**src/rtl/rnn_fixed_pkg.sv**
```systemverilog
`default_nettype none
// ============================================================================
//  Module      : rnn_fixed_pkg
//  Description : Shared fixed-point definitions for the RNN layer datapath:
//                word-width derivation, the fixed-point ONE constant,
//                activation type codes, the bias/activation FSM state
//                encoding, a saturation helper and an index-width helper.
//  Revision    : 1.0 - initial release
// ============================================================================
package rnn_fixed_pkg;

    // Default Q-format: 1 sign bit, QN integer bits, QM fractional bits.
    localparam int c_QN_DEFAULT = 6;
    localparam int c_QM_DEFAULT = 11;

    function automatic int fx_bitwidth(input int qn, input int qm);
        return qn + qm + 1;
    endfunction

    // Fixed-point representation of 1.0 for a word with qm fractional bits.
    function automatic int fx_one(input int qm);
        return 1 << qm;
    endfunction

    localparam int c_BITWIDTH_DEFAULT = fx_bitwidth(c_QN_DEFAULT, c_QM_DEFAULT);
    localparam int c_ONE_DEFAULT      = fx_one(c_QM_DEFAULT);

    // Activation selector codes.
    localparam int ACT_SIGMOID  = 0;
    localparam int ACT_TANH     = 1;
    localparam int ACT_IDENTITY = 2;

    // Sequencer states.
    typedef enum logic [1:0] {
        IDLE  = 2'd0,
        RUN   = 2'd1,
        DRAIN = 2'd2
    } state_t;

    // Clamp a signed value into the range of a w-bit two's complement word.
    function automatic logic signed [63:0] saturate(input logic signed [63:0] x,
                                                    input int                 w);
        logic signed [63:0] hi;
        logic signed [63:0] lo;
        hi = (64'sd1 <<< (w - 1)) - 64'sd1;
        lo = -(64'sd1 <<< (w - 1));
        if (x > hi) begin
            return hi;
        end else if (x < lo) begin
            return lo;
        end
        return x;
    endfunction

    // Bits needed to index n entries; never less than one.
    function automatic int log2_ceil(input int n);
        int r;
        r = 0;
        for (int i = 0; i < 31; i++) begin
            if ((1 << i) < n) begin
                r = i + 1;
            end
        end
        return (r < 1) ? 1 : r;
    endfunction

endpackage
`default_nettype wire

```
**src/rtl/act_pwl.sv**
```systemverilog
`default_nettype none
// ============================================================================
//  Module      : act_pwl
//  Description : Combinational piecewise-linear activation on one signed
//                fixed-point word.
//                  ACT_SIGMOID  : y = (x >>> 2) + ONE/2, clamped to [0, ONE]
//                  ACT_TANH     : y = x clamped to [-ONE, ONE]
//                  ACT_IDENTITY : y = x
//  Ports       : i_x  - signed input word  (BITWIDTH bits)
//                o_y  - signed output word (BITWIDTH bits)
//  Revision    : 1.0 - initial release
// ============================================================================
module act_pwl
    import rnn_fixed_pkg::*;
#(
    parameter int BITWIDTH = c_BITWIDTH_DEFAULT,
    parameter int QM       = c_QM_DEFAULT,
    parameter int ACT_TYPE = ACT_SIGMOID
) (
    input  logic signed [BITWIDTH-1:0] i_x,
    output logic signed [BITWIDTH-1:0] o_y
);

    localparam logic signed [BITWIDTH-1:0] c_ONE     = BITWIDTH'(fx_one(QM));
    localparam logic signed [BITWIDTH-1:0] c_NEG_ONE = -c_ONE;
    localparam logic signed [BITWIDTH-1:0] c_HALF    = c_ONE >>> 1;

    generate
        if (ACT_TYPE == ACT_SIGMOID) begin : g_sigmoid
            // x/4 spans at most a quarter of the word range, so adding ONE/2
            // cannot overflow for any format with QM < BITWIDTH-3.
            logic signed [BITWIDTH-1:0] w_t;
            assign w_t = (i_x >>> 2) + c_HALF;
            always_comb begin
                if (w_t[BITWIDTH-1]) begin
                    o_y = '0;
                end else if (w_t > c_ONE) begin
                    o_y = c_ONE;
                end else begin
                    o_y = w_t;
                end
            end
        end else if (ACT_TYPE == ACT_TANH) begin : g_tanh
            always_comb begin
                if (i_x < c_NEG_ONE) begin
                    o_y = c_NEG_ONE;
                end else if (i_x > c_ONE) begin
                    o_y = c_ONE;
                end else begin
                    o_y = i_x;
                end
            end
        end else begin : g_identity
            assign o_y = i_x;
        end
    endgenerate

endmodule
`default_nettype wire

```
**src/rtl/bias_activation.sv**
```systemverilog
`default_nettype none
// ============================================================================
//  Module      : bias_activation
//  Description : Captures the MAC product vector on the rising edge of its
//                ready flag, adds a per-row bias and applies a shared,
//                two-stage pipelined piecewise-linear activation one row per
//                cycle. The full activated vector is published with a
//                one-cycle actReady pulse.
//  Ports       : clk          - clock
//                reset        - synchronous active-high reset
//                dotVector    - NROW signed products, row i at [i*BITWIDTH +: BITWIDTH]
//                biasVector   - NROW signed biases, same packing
//                dataReadyIn  - MAC ready level
//                actVector    - activated vector, same packing
//                actReady     - one-cycle pulse when actVector updates
//                busy         - a vector is in flight
//                overrun      - one-cycle pulse: a ready edge was dropped
//  Options     : BIAS_SAT_EN - when defined the bias sum saturates to the
//                word range, otherwise it wraps.
//  Revision    : 1.0 - initial release
// ============================================================================
module bias_activation
    import rnn_fixed_pkg::*;
#(
    parameter  int NROW     = 16,
    parameter  int QN       = c_QN_DEFAULT,
    parameter  int QM       = c_QM_DEFAULT,
    parameter  int ACT_TYPE = ACT_SIGMOID,
    localparam int BITWIDTH = fx_bitwidth(QN, QM)
) (
    input  logic                     clk,
    input  logic                     reset,
    input  logic [BITWIDTH*NROW-1:0] dotVector,
    input  logic [BITWIDTH*NROW-1:0] biasVector,
    input  logic                     dataReadyIn,
    output logic [BITWIDTH*NROW-1:0] actVector,
    output logic                     actReady,
    output logic                     busy,
    output logic                     overrun
);

    localparam int              IDXW       = log2_ceil(NROW);
    localparam logic [IDXW-1:0] c_LAST_IDX = IDXW'(NROW - 1);

    state_t                     r_state;
    state_t                     w_state_next;
    logic                       r_ready_prev;
    logic                       w_start;
    logic                       w_capture;
    logic                       w_run;
    logic                       w_drain;
    logic                       w_busy;
    logic [IDXW-1:0]            r_idx;

    logic signed [BITWIDTH-1:0] r_dot  [NROW];
    logic signed [BITWIDTH-1:0] r_bias [NROW];
    logic signed [BITWIDTH-1:0] r_work [NROW];

    logic signed [BITWIDTH-1:0] w_dot_sel;
    logic signed [BITWIDTH-1:0] w_bias_sel;
    logic signed [BITWIDTH:0]   w_sum_wide;
    logic signed [BITWIDTH-1:0] w_sum;
    logic signed [BITWIDTH-1:0] w_act;

    logic signed [BITWIDTH-1:0] r_s1_sum;
    logic [IDXW-1:0]            r_s1_idx;
    logic                       r_s1_valid;

    logic [BITWIDTH*NROW-1:0]   w_work_flat;
    logic [BITWIDTH*NROW-1:0]   r_act_vector;
    logic                       r_act_ready;
    logic                       r_overrun;

    // Rising-edge detect; r_ready_prev resets high so a level held across
    // reset release is not mistaken for a new vector.
    assign w_start = dataReadyIn & ~r_ready_prev;

    // ---------------- FSM: state register ----------------
    always_ff @(posedge clk) begin
        if (reset) begin
            r_state <= IDLE;
        end else begin
            r_state <= w_state_next;
        end
    end

    // ---------------- FSM: next-state logic ----------------
    always_comb begin
        w_state_next = r_state;
        case (r_state)
            IDLE:    if (w_start) w_state_next = RUN;
            RUN:     if (r_idx == c_LAST_IDX) w_state_next = DRAIN;
            DRAIN:   w_state_next = IDLE;
            default: w_state_next = IDLE;
        endcase
    end

    // ---------------- FSM: output decode ----------------
    always_comb begin
        w_busy    = (r_state != IDLE);
        w_capture = 1'b0;
        w_run     = 1'b0;
        w_drain   = 1'b0;
        case (r_state)
            IDLE:    w_capture = w_start;
            RUN:     w_run     = 1'b1;
            DRAIN:   w_drain   = 1'b1;
            default: w_capture = 1'b0;
        endcase
    end

    // ---------------- Stage 1: bias add ----------------
    assign w_dot_sel  = r_dot[r_idx];
    assign w_bias_sel = r_bias[r_idx];
    assign w_sum_wide = {w_dot_sel[BITWIDTH-1], w_dot_sel} + {w_bias_sel[BITWIDTH-1], w_bias_sel};

`ifdef BIAS_SAT_EN
    assign w_sum = BITWIDTH'(saturate(64'(w_sum_wide), BITWIDTH));
`else
    assign w_sum = BITWIDTH'(w_sum_wide);
`endif

    // ---------------- Activation between the stage registers ----------------
    act_pwl #(
        .BITWIDTH (BITWIDTH),
        .QM       (QM),
        .ACT_TYPE (ACT_TYPE)
    ) u_act_pwl (
        .i_x (r_s1_sum),
        .o_y (w_act)
    );

    // The last row's stage-2 write lands on the same edge that publishes the
    // vector, so the published copy merges it in directly.
    always_comb begin
        for (int r = 0; r < NROW; r++) begin
            if (r_s1_valid && (r_s1_idx == IDXW'(r))) begin
                w_work_flat[r*BITWIDTH +: BITWIDTH] = w_act;
            end else begin
                w_work_flat[r*BITWIDTH +: BITWIDTH] = r_work[r];
            end
        end
    end

    // ---------------- Datapath registers ----------------
    always_ff @(posedge clk) begin
        if (reset) begin
            r_ready_prev <= 1'b1;
            r_idx        <= '0;
            r_s1_sum     <= '0;
            r_s1_idx     <= '0;
            r_s1_valid   <= 1'b0;
            r_act_vector <= '0;
            r_act_ready  <= 1'b0;
            r_overrun    <= 1'b0;
            for (int r = 0; r < NROW; r++) begin
                r_dot[r]  <= '0;
                r_bias[r] <= '0;
                r_work[r] <= '0;
            end
        end else begin
            r_ready_prev <= dataReadyIn;
            r_overrun    <= w_start & w_busy;
            r_act_ready  <= w_drain;
            r_s1_valid   <= w_run;

            if (w_capture) begin
                r_idx <= '0;
                for (int r = 0; r < NROW; r++) begin
                    r_dot[r]  <= dotVector[r*BITWIDTH +: BITWIDTH];
                    r_bias[r] <= biasVector[r*BITWIDTH +: BITWIDTH];
                end
            end else if (w_run) begin
                r_idx <= r_idx + IDXW'(1);
            end

            if (w_run) begin
                r_s1_sum <= w_sum;
                r_s1_idx <= r_idx;
            end

            if (r_s1_valid) begin
                r_work[r_s1_idx] <= w_act;
            end

            if (w_drain) begin
                r_act_vector <= w_work_flat;
            end
        end
    end

    assign actVector = r_act_vector;
    assign actReady  = r_act_ready;
    assign busy      = w_busy;
    assign overrun   = r_overrun;

endmodule
`default_nettype wire

```
**config.mk**
```make
export PLATFORM = sky130hd
export DESIGN_NAME = bias_activation
export DESIGN_NICKNAME = d
export VERILOG_FILES = /design/src/rtl/rnn_fixed_pkg.sv /design/src/rtl/act_pwl.sv /design/src/rtl/bias_activation.sv
export SDC_FILE = /design/constraint.sdc
export NUM_CORES = 2
export LEC_CHECK = 0
export CAP_MARGIN = 20
export CORE_AREA = 2 2 335 337
export CTS_CLUSTER_SIZE = 12
export DETAILED_ROUTE_END_ITERATION = 8
export DIE_AREA = 0 0 337 339
export DONT_BUFFER_PORTS = 1
export GPL_ROUTABILITY_DRIVEN = 0
export PLACE_DENSITY = 0.61
export RECOVER_POWER = 50
export SETUP_SLACK_MARGIN = 0.02
export SYNTH_ARGS = -nofsm -noshare
export SYNTH_HDL_FRONTEND = slang
export SYNTH_SLANG_ARGS = --single-unit
```
**constraint.sdc**
```tcl
create_clock -name clk -period 10.16 [get_ports clk]
set_input_delay 2.54 -clock clk [delete_from_list [all_inputs] [get_ports clk]]
set_output_delay 2.54 -clock clk [all_outputs]
set_load 0.03 [all_outputs]
```
* Word-level counts from Yosys, hierarchy flattened
Memory sizes are Yosys's and may differ from the RTL's. A register that Yosys moved wholly into a read port is not among the register bits.
Cells that the tools add are included.
W data, S select, Z words.
** Cells by class
- Add/sub/neg operators :: 3
- $mul :: 0
- Div/mod/pow operators :: 0
- $lt $le $gt $ge :: 1
- Eq/ne operators :: 20
- Shift operators :: 0
- Mux-type cells :: 71
- Bitwise operators :: 35
- Reduce and logical (&&, ||, !) cells :: 22
** Operators with widths (count)
- $mux W18 :: 48
- $mux W17 :: 3
- $eq A4 B4 Y1 const B :: 9
- $or A1 B1 Y1 :: 32
- $mux W4 :: 5
- $add A18 B18 Y18 :: 1
- $gt A18 B13 Y1 const B :: 1
- $add A16 B12 Y17 const B :: 1
- $reduce_or A17 Y1 :: 1
- $eq A4 B3 Y1 const B :: 4
- $logic_and A1 B1 Y1 :: 16
- $mux W1 :: 12
- $eq A4 B2 Y1 const B :: 2
- $add A4 B1 Y4 const B :: 1
- $eq A4 B1 Y1 const B :: 1
- $logic_not A4 Y1 :: 1
- $mux W2 :: 2
- $ne A2 B2 Y1 const B :: 2
- $pmux W2 S2 :: 1
- $and A1 B1 Y1 :: 2
- $eq A2 B1 Y1 const B :: 1
- $eq A2 B2 Y1 const B :: 1
- $logic_not A2 Y1 :: 1
- $reduce_and A2 Y1 :: 1
- 3 further kinds :: 3
** Word-level totals
- Bits in registers :: 320
- Bits in latches :: 0
- RAM bits :: 848
- Memory bits (read-only) :: 0
- Bits of input ports :: 579
- Word-level logic and storage cells :: 164
- Memories kept :: 3
** Memories
- r_bias :: words 16, bits a word 18, read ports 1, clocked after Yosys merged registers in 1, wr ports 16, line bias_activation.sv:56 : logic signed [BITWIDTH-1:0] r_bias [NROW];
- r_dot :: words 16, bits a word 18, read ports 1, clocked after Yosys merged registers in 1, wr ports 16, line bias_activation.sv:55 : logic signed [BITWIDTH-1:0] r_dot [NROW];
- r_work :: words 16, bits a word 17, read ports 16, clocked after Yosys merged registers in 16, wr ports 16, line bias_activation.sv:57 : logic signed [BITWIDTH-1:0] r_work [NROW];

* Depth between registers and ports, before layout
- Depth after elaboration :: 7
- Depth in mapped cells :: 15
- Gate-level depth less buffers :: 11

* Hierarchy
Synthesis repeated with hierarchy kept, for this count alone.
** Unflattened totals
- Cells, all modules :: 3748
- Area total of the unflattened synthesis :: 50927.6 um2
** By module, submodules not included
- bias_activation :: times used 1, cells each 3697, area an instance 50543.5 um2, seq. area each 32431.1 um2
- act_pwl :: times used 1, cells each 51, area an instance 384.1 um2, seq. area each 0.0 um2

* Worst setup path after synthesis
Ideal clock, no wire load.
- Path kind :: input to register
- Start :: input reset
- End :: register (tool-made name)
- Library setup time :: 0.503 ns
- Data arrival time :: 10.495 ns
- Path slack :: -0.838 ns
- Stages on the path :: 3
- Cells stage by stage :: clkbuf_1 -> a31o_2 -> nor2_1
** RTL lines
- start: declaration :: line bias_activation.sv:32 : input logic reset,

==> impl_metrics.py <==
metrics = {
    "run_status": {
        "status": "finished with violations",
        "violations": "max-capacitance violations, max-slew violations",
    },
    "floorplan": {
        "chipHeight_um": 339,
        "start_util_pct": 42.1,
        "dieArea_um2": 114000,
        "core_region_area_um2": 110000,
        "io_pins": 870,
        "die-width_um": 337,
        "num_rows": 122,
    },
    "cells_and_area": {
        "fillers": 9816,
        "drive_gt1_share_pct": 10.8,
        "syn2layout_area_growth_pct": 11.4,
        "fin_nets": 4163,
    },
    "yosys": {
        "synth_area_per_cell_um2": 12.9,
        "synthTopCellsByCount": "832 x edfxtp_1, 407 x a21oi_1, 373 x and2_1",
        "ys_warn_count": 0,
        "synth_top_area_share_pct": 53.7,
        "synth_most_common_cell": "edfxtp_1",
        "synthDistinctLibCells": 64,
        "post-synth-top-area-cell": "edfxtp_1",
        "synth-seq-area-share_pct": 66.2,
        "ys_ff_latch": 1122,
        "synth_area_leaders": "edfxtp_1 54%, dfxtp_1 12%, mux4_2 8.2%",
        "syn_inst": 3590,
        "synth_area_um2": 46500,
        "synth-edff-count": 832,
        "synthArstFlopShare_pct": 0,
        "ys.flop_type": "edfxtp_1",
    },
    "worst_setup_path": {
        "critPathLaunchType": "input pin",
        "path_max_fanout": 310,
        "end_kind": "flip-flop",
        "reg2reg_setup_slack_ns": 3.52,
        "path_class": "input pin to flip-flop",
        "crit_arrival_ns": 8.94,
        "crit_required_ns": 10.25,
    },
    "power": {
        "seqPwrFrac_pct": 52.5,
        "switching_share_pct": 22.5,
        "intPower_mw": 7.68,
        "p_sw_mw": 2.23,
        "max-vdd-ir-drop_v": 0.000151,
        "p_clk_share_pct": 42.3,
        "p_leak_nw": 19.3,
        "p_per_area_nw_per_um2": 191,
        "p_comb_share_pct": 5.2,
        "power_mw": 9.91,
    },
    "grt": {
        "antenna_found_initial": 141,
        "grt_pass1_vias": 27433,
        "overflow": 0,
        "grt_max_degree": 311,
        "grt_pass1_wl_um": 196000,
        "grt_usage_pct": 23.8,
    },
    "place": {
        "hpwl_um": 94400,
        "numPortBuffers": 0,
    },
    "routing": {
        "routedWlPerCell_um": 26.6,
        "vias_per_cell": 5.40,
        "met3_length_um": 13300,
        "ant_nets": 0,
        "drt_iter0_drc": 2494,
        "drc": 0,
        "met1Wirelength_um": 52000,
        "wl_um": 139000,
        "num_vias": 28122,
        "dr_wl_met2_um": 68900,
        "top_layer": "met5",
        "dr.pass1.iters": 6,
    },
    "cts": {
        "cts_buffers": 118,
        "cts-root-buf": "clkbuf_16",
        "cts_max_level": 3,
        "post_cts_buffers": 0,
        "clk_transition_reported_paths_ns": 0.06,
        "clk_latency_ns": 0.73,
        "cts_hold_buf": 0,
        "cts_tree": "yes",
        "cts_resized": 0,
        "cts_num_sinks": 1122,
        "clk_path_buf_depth": 3,
    },
    "timing": {
        "hold_viol_final": 0,
        "max_freq_ghz": 0.113,
        "worst-slew-pin-transition_ns": 4.61,
        "rsz0062_at_grt": "no",
        "setup_viol": 0,
        "drv_slew": 789,
        "finalCritPeriodShare_pct": 87.1,
        "fin_crit_ns": 8.85,
        "finClkSkew_ns": 0.0676,
        "relSlewSlack_pct": -207,
        "fin_tns_setup_ns": 0,
    },
    "min_path": {
        "hold_class": "flip-flop to flip-flop",
    },
    "flow_run": {
        "cap_violations": 9,
    },
}
## layout by cell type, fill, tap and decap left out, types with 19 or more instances in the layout
cell,count
clkbuf_16,118
o21ai_0,174
a211oi_1,23
inv_1,163
a21oi_1,407
dfxtp_1,286
edfxtp_1,832
nor3_1,27
mux4_2,170
conb_1,96
nor2_1,101
ha_1,19
nand3_1,78
clkbuf_1,47
nand2_1,317
nor2b_1,224
and2_1,371
diode_2,60
buf_4,23
## critical path, stage by stage
cell,delay (ns)
clkinvlp_2,1.74
clkbuf_1,2.32
nand2_1,1.42
## logic make-up (layout without fill, tap and decap cells)
group                    count (synthesis)  in the layout  share of synthesized area (%)
other                                    1            156                        0.00807
AO/OA/AOI/OAI                          664            664                           7.80
buffers and inverters                  447            418                           3.94
multiplexers                           172            172                           8.28
AND/OR/NAND/NOR                       1154           1154                           13.0
XOR/XNOR                                11             11                          0.207
adder cells (fa/ha/maj)                 19             19                          0.511
flip-flops                            1122           1122                           66.2
## layout make-up
| type | count | area [µm²] | share of cell area, % |
|---|---|---|---|
| multi-input combinational | 2116 | 14200 | 27.5 |
| inverter | 165 | 621 | 1.20 |
| timing repair buffer | 42 | 345 | 0.667 |
| clock inverter | 46 | 512 | 0.988 |
| antenna | 60 | 150 | 0.290 |
| clock buffer | 165 | 3240 | 6.26 |
| sequential | 1122 | 30800 | 59.5 |
| tap | 1488 | 1860 | 3.60 |
## metal layers
metal  up-vias  global-route usage, %
met3       341                   8.33
met2      1114                   40.0
li1      12761                      -
met1     13828                   28.4
met4        78                   7.70
met5         -                      0
## state kept, by name, summed over array words and instances, names as in the netlist, named ones only
name / cells
actReady: 1
actVector: 256
overrun: 1
r_bias: 288
r_dot: 288
r_idx: 4
r_ready_prev: 1
r_s1_idx: 4
r_s1_sum: 16
r_s1_valid: 1
r_state: 2
r_work: 256
## final timing paths
check | start | endpoint | cells past startpoint
setup / recovery | reset | r_work[9][0] | 3
hold reg to reg | r_idx[3] | r_state[1] | 2
hold / removal | r_idx[3] | r_state[1] | 2
setup reg to reg | r_state[0] | actVector[249] | 4
## power by group through the flow
stage	Sequential, mW	Clock (mW)	Combinational, mW
after floorplan	5.28	0	0.382
after global placement	5.29	0	0.513
after detailed placement	5.30	0	0.518
after CTS	5.20	4.26	0.518
after global routing	5.22	4.45	0.550
final	5.20	4.19	0.512
## stage by stage
| stage | std cells | cell area [µm²] | hold WS, ns | setup WS (ns) | utilization, % |
|---|---|---|---|---|---|
| after global routing | 5185 | 51700 | 0.513 | 2.41 | 46.9 |
| final | 5204 | 51800 | 0.481 | 1.31 | 46.9 |
| after detailed placement | 4930 | 47900 | 0.478 | 4.57 | 43.4 |
| after floorplan | 3685 | 46900 | 0.454 | 2.59 | - |
| after CTS | 5141 | 51600 | 0.471 | 5.00 | 46.8 |
| after global placement | 4928 | 47900 | 0.475 | 4.55 | 43.4 |
No activity file was read; power rests on OpenSTA's default activity.
